$ cat config.mk
export PLATFORM = sky130hd
export DESIGN_NAME = mips_multicycle_ctrl
export DESIGN_NICKNAME = d
export VERILOG_FILES = /design/src/rtl/mips_ctrl_pkg.sv /design/src/rtl/mips_alu_decoder.sv /design/src/rtl/mips_multicycle_ctrl.sv
export SDC_FILE = /design/constraint.sdc
export NUM_CORES = 1
export LEC_CHECK = 0
export ABC_AREA = 1
export CORE_ASPECT_RATIO = 0.8
export CORE_UTILIZATION = 40
export CTS_CLUSTER_DIAMETER = 50
export DETAILED_ROUTE_END_ITERATION = 7
export PLACE_DENSITY_LB_ADDON = 0.25
export SLEW_MARGIN = 20
export SYNTH_ARGS = -nofsm -noshare
export SYNTH_HDL_FRONTEND = slang
export SYNTH_SLANG_ARGS = --single-unit
$ cat constraint.sdc
create_clock -name clk -period 1.5 [get_ports clk]
set_input_delay 0.3 -clock clk [delete_from_list [all_inputs] [get_ports clk]]
set_output_delay 0.3 -clock clk [all_outputs]
set_load 0.02 [all_outputs]
$ cat src/rtl/mips_ctrl_pkg.sv
// Shared encodings for the multicycle MIPS control path: FSM states, opcodes,
// funct codes, ALU operation codes and datapath mux selects.
package mips_ctrl_pkg;

   typedef enum logic [3:0] {
      S_FETCH  = 4'd0,
      S_DECODE = 4'd1,
      S_MEMADR = 4'd2,
      S_MEMRD  = 4'd3,
      S_MEMWB  = 4'd4,
      S_MEMWR  = 4'd5,
      S_RTYPE  = 4'd6,
      S_ALUWB  = 4'd7,
      S_BRANCH = 4'd8,
      S_IMMEX  = 4'd9,
      S_JUMP   = 4'd10,
      S_HALT   = 4'd11
   } state_t;

   localparam logic [5:0] OP_RTYPE = 6'h00;
   localparam logic [5:0] OP_LW    = 6'h23;
   localparam logic [5:0] OP_SW    = 6'h2B;
   localparam logic [5:0] OP_BEQ   = 6'h04;
   localparam logic [5:0] OP_BNE   = 6'h05;
   localparam logic [5:0] OP_ADDI  = 6'h08;
   localparam logic [5:0] OP_ANDI  = 6'h0C;
   localparam logic [5:0] OP_ORI   = 6'h0D;
   localparam logic [5:0] OP_SLTI  = 6'h0A;
   localparam logic [5:0] OP_J     = 6'h02;
   localparam logic [5:0] OP_JAL   = 6'h03;

   localparam logic [5:0] FN_ADD  = 6'h20;
   localparam logic [5:0] FN_ADDU = 6'h21;
   localparam logic [5:0] FN_SUB  = 6'h22;
   localparam logic [5:0] FN_AND  = 6'h24;
   localparam logic [5:0] FN_OR   = 6'h25;
   localparam logic [5:0] FN_SLT  = 6'h2A;

   localparam logic [2:0] ALU_ADD = 3'b010;
   localparam logic [2:0] ALU_SUB = 3'b110;
   localparam logic [2:0] ALU_AND = 3'b000;
   localparam logic [2:0] ALU_OR  = 3'b001;
   localparam logic [2:0] ALU_SLT = 3'b111;

   localparam logic       IORD_PC     = 1'b0;
   localparam logic       IORD_ALUOUT = 1'b1;
   localparam logic [1:0] REGDST_RT   = 2'd0;
   localparam logic [1:0] REGDST_RD   = 2'd1;
   localparam logic [1:0] REGDST_RA   = 2'd2;
   localparam logic [1:0] M2R_ALUOUT  = 2'd0;
   localparam logic [1:0] M2R_MDR     = 2'd1;
   localparam logic [1:0] M2R_PC      = 2'd2;
   localparam logic       SRCA_PC     = 1'b0;
   localparam logic       SRCA_A      = 1'b1;
   localparam logic [1:0] SRCB_B      = 2'd0;
   localparam logic [1:0] SRCB_FOUR   = 2'd1;
   localparam logic [1:0] SRCB_IMM    = 2'd2;
   localparam logic [1:0] SRCB_IMMSH  = 2'd3;
   localparam logic [1:0] PCSRC_ALU   = 2'd0;
   localparam logic [1:0] PCSRC_ALUOUT = 2'd1;
   localparam logic [1:0] PCSRC_JUMP  = 2'd2;

   function automatic logic is_imm_op(input logic [5:0] op);
      return (op == OP_ADDI) || (op == OP_ANDI) || (op == OP_ORI) || (op == OP_SLTI);
   endfunction

endpackage

$ cat src/rtl/mips_alu_decoder.sv
// Selects the ALU operation from FSM state, opcode and funct; combinational.
// funct_valid flags whether funct names a supported R-type operation.
module mips_alu_decoder
   import mips_ctrl_pkg::*;
(
   input  logic [3:0] state,
   input  logic [5:0] opcode,
   input  logic [5:0] funct,
   output logic [2:0] alu_ctrl,
   output logic       funct_valid
);

   logic [2:0] fn_ctrl;
   logic [2:0] imm_ctrl;

   always_comb begin
      fn_ctrl     = ALU_ADD;
      funct_valid = 1'b1;
      case (funct)
         FN_ADD, FN_ADDU: fn_ctrl = ALU_ADD;
         FN_SUB:          fn_ctrl = ALU_SUB;
         FN_AND:          fn_ctrl = ALU_AND;
         FN_OR:           fn_ctrl = ALU_OR;
         FN_SLT:          fn_ctrl = ALU_SLT;
         default:         funct_valid = 1'b0;
      endcase
   end

   always_comb begin
      imm_ctrl = ALU_ADD;
      case (opcode)
         OP_ANDI: imm_ctrl = ALU_AND;
         OP_ORI:  imm_ctrl = ALU_OR;
         OP_SLTI: imm_ctrl = ALU_SLT;
         default: imm_ctrl = ALU_ADD;
      endcase
   end

   // Every state not listed uses the adder (PC+4, branch target, address calc).
   always_comb begin
      alu_ctrl = ALU_ADD;
      case (state)
         S_RTYPE:  alu_ctrl = fn_ctrl;
         S_IMMEX:  alu_ctrl = imm_ctrl;
         S_BRANCH: alu_ctrl = ALU_SUB;
         default:  alu_ctrl = ALU_ADD;
      endcase
   end

endmodule

$ cat src/rtl/mips_multicycle_ctrl.sv
// Main control FSM of the multicycle MIPS core: sequences fetch/decode/execute/memory/writeback.
// Strobes decode the current state in-cycle (some follow mem_ready/zero); state, illegal, retired are registered.
module mips_multicycle_ctrl
   import mips_ctrl_pkg::*;
#(
   parameter logic [5:0] HALT_OPCODE = 6'h3F,
   parameter bit         WAIT_EN     = 1'b1,
   parameter int         CNT_W       = 32
)(
   input  logic             clk,
   input  logic             rst_n,
   input  logic [5:0]       opcode,
   input  logic [5:0]       funct,
   input  logic             zero,
   input  logic             mem_ready,
   output logic             pc_en,
   output logic             iord,
   output logic             mem_read,
   output logic             mem_write,
   output logic             ir_write,
   output logic [1:0]       reg_dst,
   output logic [1:0]       mem_to_reg,
   output logic             reg_write,
   output logic             alu_src_a,
   output logic [1:0]       alu_src_b,
   output logic [2:0]       alu_ctrl,
   output logic [1:0]       pc_source,
   output logic [3:0]       state,
   output logic             halted,
   output logic             illegal,
   output logic [CNT_W-1:0] retired
);

   state_t cur;
   logic   rdy;
   logic   retire;
   logic   funct_valid;

   assign rdy = WAIT_EN ? mem_ready : 1'b1;

   mips_alu_decoder u_alu_dec (
      .state       (cur),
      .opcode      (opcode),
      .funct       (funct),
      .alu_ctrl    (alu_ctrl),
      .funct_valid (funct_valid)
   );

   always_comb begin
      retire = 1'b0;
      case (cur)
         S_MEMWB, S_ALUWB, S_BRANCH, S_JUMP: retire = 1'b1;
         S_MEMWR:                            retire = rdy;
         default:                            retire = 1'b0;
      endcase
   end

   always_ff @(posedge clk or negedge rst_n) begin
      if (!rst_n) begin
         cur     <= S_FETCH;
         illegal <= 1'b0;
         retired <= '0;
      end else begin
         if (retire)
            retired <= retired + 1'b1;
         case (cur)
            S_FETCH:  if (rdy) cur <= S_DECODE;
            S_DECODE: begin
               if (opcode == HALT_OPCODE) begin
                  cur <= S_HALT;
               end else begin
                  case (opcode)
                     OP_RTYPE:                         cur <= S_RTYPE;
                     OP_LW, OP_SW:                     cur <= S_MEMADR;
                     OP_BEQ, OP_BNE:                   cur <= S_BRANCH;
                     OP_ADDI, OP_ANDI, OP_ORI, OP_SLTI: cur <= S_IMMEX;
                     OP_J, OP_JAL:                     cur <= S_JUMP;
                     default: begin
                        illegal <= 1'b1;
                        cur     <= S_FETCH;
                     end
                  endcase
               end
            end
            S_MEMADR: cur <= (opcode == OP_LW) ? S_MEMRD : S_MEMWR;
            S_MEMRD:  if (rdy) cur <= S_MEMWB;
            S_MEMWB:  cur <= S_FETCH;
            S_MEMWR:  if (rdy) cur <= S_FETCH;
            S_RTYPE: begin
               if (funct_valid) begin
                  cur <= S_ALUWB;
               end else begin
                  illegal <= 1'b1;
                  cur     <= S_FETCH;
               end
            end
            S_IMMEX:  cur <= S_ALUWB;
            S_ALUWB, S_BRANCH, S_JUMP: cur <= S_FETCH;
            S_HALT:   cur <= S_HALT;
            default:  cur <= S_FETCH;
         endcase
      end
   end

   // Outputs are forced quiet while rst_n is low so an access in flight is dropped at once.
   always_comb begin
      pc_en      = 1'b0;
      iord       = IORD_PC;
      mem_read   = 1'b0;
      mem_write  = 1'b0;
      ir_write   = 1'b0;
      reg_dst    = REGDST_RT;
      mem_to_reg = M2R_ALUOUT;
      reg_write  = 1'b0;
      alu_src_a  = SRCA_PC;
      alu_src_b  = SRCB_B;
      pc_source  = PCSRC_ALU;
      if (rst_n) begin
         case (cur)
            S_FETCH: begin
               mem_read  = 1'b1;
               ir_write  = rdy;
               pc_en     = rdy;
               alu_src_b = SRCB_FOUR;
            end
            S_DECODE: alu_src_b = SRCB_IMMSH;
            S_MEMADR: begin
               alu_src_a = SRCA_A;
               alu_src_b = SRCB_IMM;
            end
            S_MEMRD: begin
               mem_read = 1'b1;
               iord     = IORD_ALUOUT;
            end
            S_MEMWB: begin
               reg_write  = 1'b1;
               mem_to_reg = M2R_MDR;
            end
            S_MEMWR: begin
               mem_write = 1'b1;
               iord      = IORD_ALUOUT;
            end
            S_RTYPE: alu_src_a = SRCA_A;
            S_ALUWB: begin
               reg_write = 1'b1;
               reg_dst   = is_imm_op(opcode) ? REGDST_RT : REGDST_RD;
            end
            S_BRANCH: begin
               alu_src_a = SRCA_A;
               pc_source = PCSRC_ALUOUT;
               pc_en     = (opcode == OP_BEQ) ? zero : !zero;
            end
            S_IMMEX: begin
               alu_src_a = SRCA_A;
               alu_src_b = SRCB_IMM;
            end
            S_JUMP: begin
               pc_source = PCSRC_JUMP;
               pc_en     = 1'b1;
               if (opcode == OP_JAL) begin
                  reg_write  = 1'b1;
                  reg_dst    = REGDST_RA;
                  mem_to_reg = M2R_PC;
               end
            end
            default: ;
         endcase
      end
   end

   assign state  = cur;
   assign halted = (cur == S_HALT);

endmodule

==> flow_summary.yaml, run 1 <==
final_layout:
  nFillCells: 610
  area.growth.synth_to_final_pct: 60.9
  diodes: 0
  drive_gt1_share_pct: 30.3
  fin_util_pct: 66.5
  fin_nets: 640
clock_tree:
  cts.root.buffer_cell: "clkbuf_8"
  clock_latency_ns: 0.30
  cts_tree: "yes"
  cts_max_level: 2
  clkSinkCount: 37
  clk_pin_slew_ns: 0.08
  cts_buffer_depth: 2
  numCtsBuffers: 5
die:
  start_util_pct: 41.4
  row_count: 27
  die_h_um: 77.3
  die_x_um: 96.2
  num_io_pins: 72
  die-area_um2: 7430
  core-area_um2: 6860
drt:
  vias_per_cell: 4.94
  drc_errors: 0
  wl_um: 9500
  vias: 3509
  firstDrtPassIters: 5
  ant_nets: 0
  wl_per_cell_um: 13.4
  detail_route.iter0.violations: 223
timing:
  fin_worst_skew_ns: 0.00709
  fmax_mhz: 535
  slew_violations: 0
  final-hold-violation-count: 0
  timing.hold.ws_ns: 0.0575
  slew-limit-headroom_pct: 67.8
  period_needed_ns: 1.87
  rsz0062_at_grt: "yes"
  setup_ws_ns: -0.371
  max_slew.worst_pin.slew_ns: 0.484
  fin_crit_sh_pct: 125
  setup_violations: 53
synthesis:
  synthFlopType: "dfrtp_1"
  seq_area_frac_synth_pct: 32.6
  post-synth-top-area-cell: "dfrtp_1"
  synth_edf_count: 0
  synth_cells: 470
  syn-cell-area_um2: 2840
  ys_types: 32
  synth_area_per_cell_um2: 6.04
  ys_async_sr_fraction_pct: 100
  synth_common_cells: "nand2_1, nor2_1, inv_1, dfrtp_1, nand3_1"
  yosys-top-cells-area: "dfrtp_1, nand2_1, nor2_1"
  synth_warnings: 0
  synth_seq_cells: 37
  synth_top_area_share_pct: 32.6
  synth_nets: 487
  yosysMostFrequentCell: "nand2_1"
placed_design:
  gp_congestion: 0.937
  pre_cts_ws_ns: -0.964
  dp_hpwl_um: 7270
  port_buffers: 71
worst_setup_path:
  start_kind: "flop"
  slowest_stage: "dfrtp_2"
  r2r_end: "retired[6]$_DFFE_PN0P_"
  critPathMaxFanout: 4
  crit_required_ns: 1.20
  cpPeakStageDelay_ns: 0.43
  worstPathCellList: "inv_2 -> nand2_1 -> nor2_2 -> nand2_1 -> a31oi_1 -> buf_4"
  r2r-start: "state[3]$_DFFE_PN0P_"
  critPathKind: "flop to output pin"
  arrival_ns: 1.57
  end_kind: "output pin"
  crit_family: "flip-flops"
  critPathBufInv: 2
  rr_worst_depth: 10
  ff2ff_setup_slack_ns: -0.16
  crit_path_frequent_cell: "nand2_1"
  cp_num_cells: 6
run:
  maxCapViolations: 0
grt:
  gr-total-overflow: 0
  grt_pass1_vias: 3289
  antenna_found_initial: 0
  grt_pass1_wl_um: 15800
  grt_max_degree: 39
  gr-usage-all-layers_pct: 27.6
status:
  violations: "negative setup slack"
  status: "complete, but fails checks"
power:
  ir_worst_vdd_v: 0.000343
  powerDensity_nw_per_um2: 456
  power_leakage_nw: 2.34
hold_path:
  hold_path_class: "input port to asynchronous set/reset pin"
cells in the final DEF, fill, tap and decap left out, drive strengths merged, types with 14 or more instances in the layout:
cell type | synthesis | final
dlygate4sd2 | 0 | 37
nand3b | 14 | 14
nor2 | 86 | 86
inv | 54 | 54
buf | 5 | 102
nand3 | 26 | 26
nand2 | 197 | 197
dfrtp | 37 | 37
timing repair:
| item | CTS | global route |
|---|---|---|
| buffers inserted | 5 | 4 |
| hold buffers | 0 | 0 |
| endpoints found under the setup margin | 81 | 59 |
| cloned | 1 | 0 |
| pin swaps | 10 | 6 |
| gates resized for setup | 175 | 47 |
flip-flops by register name (all words and copies together), names as in the netlist:
signal   flops
illegal      1
state        4
retired     32
through the flow:
step | cells | TNS [ns] | instance area (um2) | power, W
2_1_floorplan | 470 | -0.475 | 2890 | 0.00106
3_3_place_gp | 693 | -15.28 | 4220 | 0.00117
3_5_place_dp | 693 | -16.50 | 4220 | 0.00117
4_1_cts | 707 | -6.26 | 4410 | 0.00210
5_1_grt | 711 | -11.49 | 4560 | 0.00217
6_report | 711 | -7.13 | 4560 | 0.00208
cell type report:
type | instances | area [um2] | share of cell area, %
Clock buffer | 6 | 82.6 | 1.81
Clock inverter | 2 | 37.5 | 0.823
Inverter | 54 | 224 | 4.91
Multi-Input combinational cell | 373 | 1890 | 41.4
Sequential cell | 37 | 935 | 20.5
Tap cell | 87 | 109 | 2.39
Timing Repair Buffer | 152 | 1290 | 28.2
cells by family (layout without fill, tap and decap cells):
group / count (synthesis) / in the layout / synth area share, %
AND/OR/NAND/NOR: 340 / 340 / 50.7
buffers and inverters: 60 / 214 / 8.73
flip-flops: 37 / 37 / 32.6
AO/OA/AOI/OAI: 20 / 20 / 3.79
XOR/XNOR: 12 / 12 / 3.71
adder cells (fa/ha/maj): 1 / 1 / 0.441
how the worst max path moves through the flow:
stage | start | to | slack (ns)
6_report | state[2]$_DFFE_PN0P_ | pc_en | -0.37
5_1_grt | state[0]$_DFFE_PN0P_ | alu_ctrl[0] | -0.44
4_1_cts | state[0]$_DFFE_PN0P_ | alu_ctrl[0] | -0.35
3_5_place_dp | opcode[1] | alu_ctrl[0] | -0.96
3_3_place_gp | opcode[1] | alu_ctrl[0] | -0.87
2_1_floorplan | state[0]$_DFFE_PN0P_ | reg_write | -0.19
power by group:
group          switching (W)  internal (W)  leakage [nW]
combinational      0.0000881     0.0000722          1.82
sequential                 0      0.000996         0.464
clock               0.000386      0.000541        0.0574
total               0.000474       0.00161          2.34
per-layer routing:
layer | GRT usage (%) | vias to the layer above | part of all wire [%]
li1 | - | 1769 | -
met1 | 41.5 | 1618 | 51
met2 | 40.9 | 108 | 42
met3 | 4.17 | 14 | 5.5
met4 | 6.87 | 0 | 1.5
met5 | 0 | - | 0
Power figures use the tool's default switching activity.
==> run 2: changes to the inputs <==
--- a/config.mk
+++ b/config.mk
@@ -7,7 +7,8 @@
 export LEC_CHECK = 0
 export ABC_AREA = 1
 export CORE_ASPECT_RATIO = 0.8
-export CORE_UTILIZATION = 40
+export CORE_MARGIN = 10
+export CORE_UTILIZATION = 45
 export CTS_CLUSTER_DIAMETER = 50
 export DETAILED_ROUTE_END_ITERATION = 7
 export PLACE_DENSITY_LB_ADDON = 0.25
==> run 2 against run 1 <==
Compared with the run above:
- the flow finishes with violations (design-rule violations, negative setup slack)
- final cell count is 0.42% higher
- core utilization is 14 points higher
- global-route usage is 5.7 points lower
- sequential share of layout area is 1.1 points lower
- critical path depth is 2 higher
- sequential power hardly changed
- count of clock-buffer cells in the layout is 2 higher
- worst setup slack worse by 0.073 ns
- first-iteration DRC count is 87% higher
- clock power is 25% lower
- register-to-register slack worse by 0.04 ns
==> flow_summary.yaml, run 2 (synthesis results as in run 1) <==
status:
  status: "complete, but fails checks"
  violations: "design-rule violations, negative setup slack"
power:
  power_leakage_nw: 2.38
  power_w: 0.00185
  swShare_pct: 24.5
  powerDensity_nw_per_um2: 381
  power.internal_w: 0.00140
  p_comb_share_pct: 8.6
  p_switching_w: 0.000453
  pwr-share-clk_pct: 37.5
  pwr-share-seq_pct: 53.9
  ir_worst_vdd_v: 0.000335
timing:
  timing.hold.ws_ns: 0.158
  max_slew.worst_pin.slew_ns: 0.486
  fin_worst_skew_ns: 0.00672
  final-hold-violation-count: 0
  setup_ws_ns: -0.444
  slew-limit-headroom_pct: 67.6
  rsz0062_at_grt: "yes"
  slew_violations: 0
  fin_tns_setup_ns: -9.89
  fin_crit_sh_pct: 130
  setup_violations: 53
  period_needed_ns: 1.94
  fmax_mhz: 514
placed_design:
  port_buffers: 71
  placed_cells: 677
  dp_hpwl_um: 7710
  gp_congestion: 0.904
  place_area_um2: 4140
drt:
  firstDrtPassIters: 8
  wl_um: 12100
  wl_per_cell_um: 16.9
  detail_route.iter0.violations: 417
  vias_per_cell: 5.47
  ant_nets: 0
  drc_errors: 11
  vias: 3905
worst_setup_path:
  start_kind: "flop"
  end_kind: "output pin"
  crit_required_ns: 1.20
  critPathKind: "flop to output pin"
  rr_worst_depth: 12
  critPathMaxFanout: 5
  arrival_ns: 1.64
run:
  maxCapViolations: 0
clock_tree:
  cts_max_level: 2
  cts_tree: "yes"
  cts.root.buffer_cell: "clkbuf_8"
  clkSinkCount: 37
  clk_pin_slew_ns: 0.07
  cts_buffer_depth: 2
  clock_latency_ns: 0.30
  numCtsBuffers: 5
final_layout:
  fin_cells: 714
  largest_reg_flops: 32
  fin_nets: 649
  final_area_um2: 4860
  mostFrequentLayoutCell: "nand2_1"
  area.growth.synth_to_final_pct: 71.2
  top_register: "retired"
  layout_common_cells: "nand2_1, buf_4, nor2_1, inv_1, dlygate4sd2_1"
  drive_gt1_share_pct: 33.5
  diodes: 0
die:
  row_count: 25
  die_h_um: 91.0
  num_io_pins: 72
  start_util_pct: 47.2
  die_x_um: 109
  die-area_um2: 9900
  core-area_um2: 6010
grt:
  grt_pass1_wl_um: 17800
  gr-usage-all-layers_pct: 22.0
  gr-total-overflow: 0
  antenna_found_initial: 0
  grt_max_degree: 38
  grt_pass1_vias: 3640
hold_path:
  hold_path_class: "input port to asynchronous set/reset pin"
-- run 2: cell type report --
| cell class | instances | area (um2) |
|---|---|---|
| clock buffers | 8 | 80.1 |
| repair inverters | 2 | 27.5 |
| fillers | 395 | 1150 |
| well taps | 81 | 101 |
| repair buffers | 159 | 1460 |
| inverters | 54 | 235 |
| flip-flops and latches | 37 | 940 |
| multi-input cells | 373 | 2020 |
-- run 2: repair_timing --
action | 4_1_cts | 5_1_grt
buffers inserted | 16 | 10
gates resized for setup | 208 | 68
pin swaps | 30 | 16
gates cloned | 5 | 1
endpoints found under the setup margin | 78 | 58
hold buffers | 0 | 0
-- run 2: stage by stage --
step           worst slack, ns  utilization (%)
5_1_grt                 -0.489             80.9
3_5_place_dp            -0.991             68.9
2_1_floorplan           -0.190                -
3_3_place_gp            -0.885             68.9
4_1_cts                 -0.362             76.0
6_report                -0.444             80.9
-- run 2: power by group through the flow --
stage / Sequential (W) / Combinational [W] / Clock, W
finish: 0.000997 / 0.000160 / 0.000694
global route: 0.000996 / 0.000174 / 0.000730
CTS: 0.000997 / 0.000154 / 0.000693
detailed placement: 0.00102 / 0.000152 / 0
global placement: 0.00102 / 0.000148 / 0
floorplan: 0.00102 / 0.0000439 / 0
-- run 2: path summary, 6_finish.rpt --
check                                     start                      end  slack [ns]
max in group asynchronous                 rst_n  retired[12]$_DFFE_PN0P_        0.97
max reg2reg                state[0]$_DFFE_PN0P_  retired[17]$_DFFE_PN0P_       -0.20
min reg2reg                 illegal$_DFFE_PN0P_      illegal$_DFFE_PN0P_        0.47
min                                       rst_n     state[2]$_DFFE_PN0P_        0.16
min in group clk            illegal$_DFFE_PN0P_      illegal$_DFFE_PN0P_        0.47
max                        state[0]$_DFFE_PN0P_             alu_src_b[1]       -0.44
-- run 2: routing by layer --
layer,track usage (%),share of wire [%],vias to the layer above
met2,34.6,47,247
met1,29.2,39,1812
li1,-,-,1796
met5,0,0,-
met3,5.93,12,50
met4,4.82,2.5,0
-- run 2: worst max-delay path, cell delays in order (launching register included) --
cell,delay (ns)
dfrtp_2,0.42
inv_4,0.11
buf_4,0.13
nor2_4,0.05
buf_4,0.14
buf_4,0.12
a21oi_2,0.14
nor2_1,0.07
buf_4,0.16
